[config.mk]
export PLATFORM = sky130hd
export DESIGN_NAME = alu_arbiter
export DESIGN_NICKNAME = d
export VERILOG_FILES = /design/src/rtl/alu_arbiter.sv
export SDC_FILE = /design/constraint.sdc
export NUM_CORES = 1
export LEC_CHECK = 0
export BUFFER_PORTS_ARGS = -buffer_cell sky130_fd_sc_hd__buf_2
export CORE_AREA = 2 2 110 112
export DETAILED_ROUTE_END_ITERATION = 10
export DIE_AREA = 0 0 112 114
export PLACE_DENSITY = 0.9
export SYNTH_ARGS = -nofsm -noshare
export SYNTH_HDL_FRONTEND = slang
export SYNTH_SLANG_ARGS = --single-unit
[constraint.sdc]
create_clock -name clk -period 5 [get_ports clk]
set_input_delay 0.25 -clock clk [delete_from_list [all_inputs] [get_ports clk]]
set_output_delay 0.25 -clock clk [all_outputs]
set_load 0.01 [all_outputs]
[src/rtl/alu_arbiter.sv]
// -----------------------------------------------------------------------------
// alu_arbiter
// Shares one combinational ALU between two requesters. A request seen in IDLE
// is latched, granted and executed in the next cycle (EXEC). The ALU result is
// registered at the edge that leaves EXEC, and the owner gets a done pulse.
// The operation takes two cycles, so at most one operation is accepted every
// two cycles.
//
// Parameters
//   FAIR        1 = round-robin between ports, 0 = port 0 always wins
// Ports
//   clk, rst    clock, asynchronous active-high reset
//   req0/req1   operation requests (held until the matching gnt is seen)
//   a*/b*       32-bit operands, oper* 4-bit ALU opcode, sign* signed select
//   flush       synchronous abort: cancels EXEC, blocks acceptance in IDLE
//   alu_a/alu_b/alu_oper/alu_sign  drive the shared ALU (zero in IDLE)
//   alu_result  combinational result from the shared ALU
//   gnt0/gnt1   one-cycle pulse, request accepted
//   done0/done1 one-cycle pulse, result valid for that requester
//   result      registered ALU result, held until the next done
//   busy        high while in EXEC
// -----------------------------------------------------------------------------
module alu_arbiter #(
    parameter int FAIR = 1
) (
    input  logic        clk,
    input  logic        rst,
    input  logic        req0,
    input  logic        req1,
    input  logic [31:0] a0,
    input  logic [31:0] b0,
    input  logic [31:0] a1,
    input  logic [31:0] b1,
    input  logic [3:0]  oper0,
    input  logic [3:0]  oper1,
    input  logic        sign0,
    input  logic        sign1,
    input  logic        flush,
    output logic [31:0] alu_a,
    output logic [31:0] alu_b,
    output logic [3:0]  alu_oper,
    output logic        alu_sign,
    input  logic [31:0] alu_result,
    output logic        gnt0,
    output logic        gnt1,
    output logic        done0,
    output logic        done1,
    output logic [31:0] result,
    output logic        busy
);

    typedef enum logic [0:0] {
        IDLE = 1'b0,
        EXEC = 1'b1
    } state_t;

    state_t      state_r;
    state_t      state_nxt_s;
    logic        accept_s;
    logic        win_s;          // 0 = port 0 wins, 1 = port 1 wins
    logic        finish_s;       // EXEC completes with a result
    logic [31:0] op_a_r;
    logic [31:0] op_b_r;
    logic [3:0]  op_oper_r;
    logic        op_sign_r;
    logic        owner_r;
    logic        last_grant_r;   // port granted most recently
    logic        gnt0_r;
    logic        gnt1_r;
    logic        done0_r;
    logic        done1_r;
    logic [31:0] result_r;

    // State register
    always_ff @(posedge clk or posedge rst) begin
        if (rst) begin
            state_r <= IDLE;
        end else begin
            state_r <= state_nxt_s;
        end
    end

    // Next-state logic, arbitration and completion decode
    always_comb begin
        state_nxt_s = state_r;
        accept_s    = 1'b0;
        win_s       = 1'b0;
        finish_s    = 1'b0;
        case (state_r)
            IDLE: begin
                if (!flush && (req0 || req1)) begin
                    accept_s    = 1'b1;
                    state_nxt_s = EXEC;
                    if (req0 && req1) begin
                        // Last-grant resets to 1 so port 0 wins the first contention.
                        if (FAIR != 0) begin
                            win_s = ~last_grant_r;
                        end else begin
                            win_s = 1'b0;
                        end
                    end else begin
                        win_s = req1;
                    end
                end else begin
                    state_nxt_s = IDLE;
                end
            end
            EXEC: begin
                state_nxt_s = IDLE;
                finish_s    = ~flush;
            end
            default: begin
                state_nxt_s = IDLE;
            end
        endcase
    end

    // ALU drive: operand registers while executing, zero otherwise
    always_comb begin
        if (state_r == EXEC) begin
            alu_a    = op_a_r;
            alu_b    = op_b_r;
            alu_oper = op_oper_r;
            alu_sign = op_sign_r;
        end else begin
            alu_a    = 32'd0;
            alu_b    = 32'd0;
            alu_oper = 4'd0;
            alu_sign = 1'b0;
        end
    end

    // Operand capture, ownership, grant/done pulses and result register
    always_ff @(posedge clk or posedge rst) begin
        if (rst) begin
            op_a_r       <= 32'd0;
            op_b_r       <= 32'd0;
            op_oper_r    <= 4'd0;
            op_sign_r    <= 1'b0;
            owner_r      <= 1'b0;
            last_grant_r <= 1'b1;
            gnt0_r       <= 1'b0;
            gnt1_r       <= 1'b0;
            done0_r      <= 1'b0;
            done1_r      <= 1'b0;
            result_r     <= 32'd0;
        end else begin
            gnt0_r  <= accept_s & ~win_s;
            gnt1_r  <= accept_s & win_s;
            done0_r <= finish_s & ~owner_r;
            done1_r <= finish_s & owner_r;
            if (accept_s) begin
                op_a_r       <= win_s ? a1 : a0;
                op_b_r       <= win_s ? b1 : b0;
                op_oper_r    <= win_s ? oper1 : oper0;
                op_sign_r    <= win_s ? sign1 : sign0;
                owner_r      <= win_s;
                last_grant_r <= win_s;
            end
            if (finish_s) begin
                result_r <= alu_result;
            end
        end
    end

    assign gnt0   = gnt0_r;
    assign gnt1   = gnt1_r;
    assign done0  = done0_r;
    assign done1  = done1_r;
    assign result = result_r;
    assign busy   = (state_r == EXEC);

endmodule

# After elaboration in Yosys (flattened, before gate mapping)
# Cells that the tools add are included.
# op_classes
mux	15
bitwise_logic	9
reduce_logical	4
# op_table
op	n
32-bit two-way mux	4
1-bit two-way mux	8
4-bit two-way mux	2
1-bit inverter	5
1-bit AND	4
1-bit logical AND	2
1-bit one-hot mux with 2 select lines	1
1-bit zero test	1
1-bit logical OR	1
# word_totals
reg_bits	108
input_bits	175
out_inout_bits	106
word_cells	40

# Longest topological paths before layout
# depth
ltp_word	6
mapped_depth	7
depth_no_buf	4

# Least setup slack after synthesis
# Ideal clock, no wire load.
# synth_path
path_type	reg2reg
from	register state_r (netlist: busy)
to	register op_b_r[0]
setup_ns	0.126
arrival_time_ns	1.393
setup_slack_ns	3.481
path_stages_with_launch	6
path_buffers	2
period_less_slack_ns	1.519
cell_sequence	dfrtp_1 -> buf_6 -> nor2_2 -> nand2_2 -> clkbuf_1 -> a221o_1
# synth_via
elab_chain_cells	2
elab_cells_between_ends	3
classes_between	3 x mux
# synth_lines
element	line_no	source
start: declaration	57	state_t state_r;
start signal: assignment	79	state_r <= state_nxt_s;
1-bit two-way mux	89	case (state_r)
32-bit two-way mux	154	op_b_r <= win_s ? b1 : b0;
end signal: assignment	154	
end: declaration	63	logic [31:0] op_b_r;
# Several ways; a longest one is shown, not always the timed one.
# A chain may end at the register's enable or synchronous reset.

# Final worst setup path
# layout_path
from	input req1
to	register op_b_r[20]
# layout_via
elab_chain_cells	5
elab_cells_between_ends	9
classes_between	6 x mux; 3 x reduce/logical
# layout_lines
element	line_no	source
start: declaration	29	input logic req1,
1-bit logical AND / 1-bit logical OR (equally long branches)	94, 91	
1-bit two-way mux / 1-bit logical AND (equally long branches)	94, 91	
1-bit two-way mux	91	if (!flush && (req0 || req1)) begin
1-bit two-way mux	89	
32-bit two-way mux	154	
# Several ways; a longest one is shown, not always the timed one.

==> impl_metrics.toml <==
[finish]
fillerInstances = 994
area_growth_pct = 33.4
drive_gt1_frac = 0.449
post-route-util = 0.584
diodes = 0
fin_nets = 871

[sta]
slew_viol_final = 0
fin_tns_setup_ps = 0
finalSetupViolations = 0
hold_viol = 0
max_freq_ghz = 0.325
rsz0062_at_grt = "false"
slew_headroom = 0.155
clock_skew_ps = 8.62
worst-slew-pin-transition_ps = 1260
fin_crit_sh = 0.616
min_period_ps = 3080

[grt]
grt_antenna_before_repair = 0
grt_max_degree = 75
grt_pass1_wl_um = 22200
grt_usage = 0.216
grt_pass1_vias = 4547
grt_overflow = 0

[worst_setup_path]
cp_max_fo = 63
crit_start = "req1"
worstReg2RegEnd = "op_a_r[20]"
startpoint_type = "primary input"
r2r_setup_slack_ps = 2260
reg2reg_from = "busy"
crit_end = "op_b_r[20]"
cp_data_required_time_ps = 5220
r2r_cells = 4
cp-end-kind = "register"
critPathArrivalTime_ps = 3290
worstSetupPathType = "in2reg"

[routing]
route.antenna.remaining_nets = 0
avgViaCountPerCell = 5.49
finalWirelength_um = 14300
dr_total_vias = 4659
firstDrtPassIters = 5
first_iter_violations = 412
drt-wirelength-per-cell_um = 16.9
drt_drc_violations_left = 0

[synthesis]
synth_top_cell_area_share = 0.522
synth_edf_count = 0
ys_async_sr_fraction = 1.00
yosysMostFrequentCell = "dfrtp_1"
netlist_instances = 449
yosysSeqAreaShare = 0.527
synth_warnings = 0
yosys.area.top_type = "dfrtp_1"
avgSynthCellArea_um2 = 11.4
syn_nets = 624
synth_cell_types = 27
netlist_area_mm2 = 0.00513
synth_common_cells = "dfrtp_1, and2_1, and3_1"
ys_top_cells_by_area = "dfrtp_1, and2_1, a221o_1, mux2_1, and3_1"
synthFlopType = "dfrtp_1"
synth_seq_cells = 108

[placement]
port_buffers = 280
gp_congestion = 0.851
hpwlAfterDp_um = 10100

[floorplanning]
dieArea_mm2 = 0.0128
die_h_um = 114
num_io_pins = 281
start_util = 0.438
row_count = 40
die_w_um = 112
core_mm2 = 0.0117

[status]
status = "completed"

[clock_tree]
clockRootBuffer = "clkbuf_16"
tritoncts = "built"
cts.htree.levels = 3
cts-resized-gates = 0
clkSlewWorstSetupHoldPaths_ps = 80
insertion_delay_ps = 340
clock_path_buffers = 2
numClockSinks = 108
numCtsBuffers = 9
cts_setup_buffers = 0
holdBufCountCts = 0

[power_and_ir_drop]
cellPowerDensity_mw_per_mm2 = 351
leakage_uw = 0.00358
peakVddDrop_uv = 192

[min_path]
worstHoldPathType = "in2async"

[flow_run]
cap_viol_max_count = 0
==> per-layer routing <==
metal / global-route usage / routed length [um] / part of all wire
met5: 0 / 0 / 0
met4: 0.0724 / 310 / 0.022
met3: 0.0515 / 1170 / 0.081
met2: 0.365 / 7160 / 0.50
met1: 0.276 / 5690 / 0.40
==> registers in the layout, indices dropped and copies added, names as in the netlist <==
| name | flops |
|---|---|
| op_sign_r | 1 |
| op_b_r | 32 |
| result | 32 |
| last_grant_r | 1 |
| owner_r | 1 |
| done1 | 1 |
| busy | 1 |
| gnt1 | 1 |
| op_a_r | 32 |
| op_oper_r | 4 |
| gnt0 | 1 |
| done0 | 1 |
==> report_power, final <==
| part | total [uW] | switching, uW | internal [uW] |
|---|---|---|---|
| logic | 567 | 280 | 286 |
| registers | 1150 | 99.8 | 1050 |
| clock network | 682 | 334 | 348 |
| total | 2400 | 714 | 1680 |
==> placed cells by master, fill, tap and decap left out, types with 14 or more instances in the layout <==
cell | synthesis | final
buf_2 | 14 | 280
a221o_1 | 40 | 40
and2_1 | 71 | 70
dfrtp_1 | 107 | 106
and3_1 | 41 | 41
a21oi_1 | 24 | 24
a32oi_1 | 22 | 22
mux2_1 | 28 | 28
o2bb2ai_1 | 22 | 22
nand3_1 | 14 | 14
==> final cells by class <==
class | instances | area (um2) | share of cell area
clock buffer | 10 | 229 | 0.0335
clock inverter | 6 | 56.3 | 0.00823
inverter | 9 | 36.3 | 0.00531
multi-input combinational | 283 | 2190 | 0.320
sequential | 108 | 2710 | 0.396
tap | 147 | 184 | 0.0269
timing repair buffer | 285 | 1440 | 0.210
==> critical path, stage by stage <==
cell and delay [ps]:
buf_2 490, or2_1 890, nand2_2 960, a221o_1 640
==> worst min path at each step <==
stage                  startpoint    endpoint  slack (ps)  depth (start not counted)
floorplan           alu_result[0]   result[0]         380                          1
global placement              rst  result[22]         410                          2
detailed placement            rst   result[8]         410                          2
CTS                           rst   result[5]          30                          2
global route                  rst  result[21]          70                          2
finish                        rst  result[20]           6                          2
==> through the flow <==
stage | cell area [um2] | hold WS, ps | setup slack (ps) | total power, uW | cells
after floorplan | 5130 | 385 | 1910 | 1480 | 449
after global placement | 6550 | 405 | 1740 | 1710 | 832
after detailed placement | 6550 | 412 | 1680 | 1730 | 832
after CTS | 6840 | 32.9 | 2030 | 2430 | 848
after global routing | 6840 | 70.4 | 1740 | 2530 | 848
final | 6840 | 6.17 | 1920 | 2400 | 848
==> cells by family (layout without fill, tap and decap cells) <==
kind of cell	Yosys count	in the layout	share of synthesized area
AND/OR/NAND/NOR	135	135	0.162
multiplexers	32	32	0.0703
flip-flops	108	108	0.527
buffers and inverters	58	310	0.0495
AO/OA/AOI/OAI	116	116	0.191
Note: power is estimated with default switching activity, not from simulation.
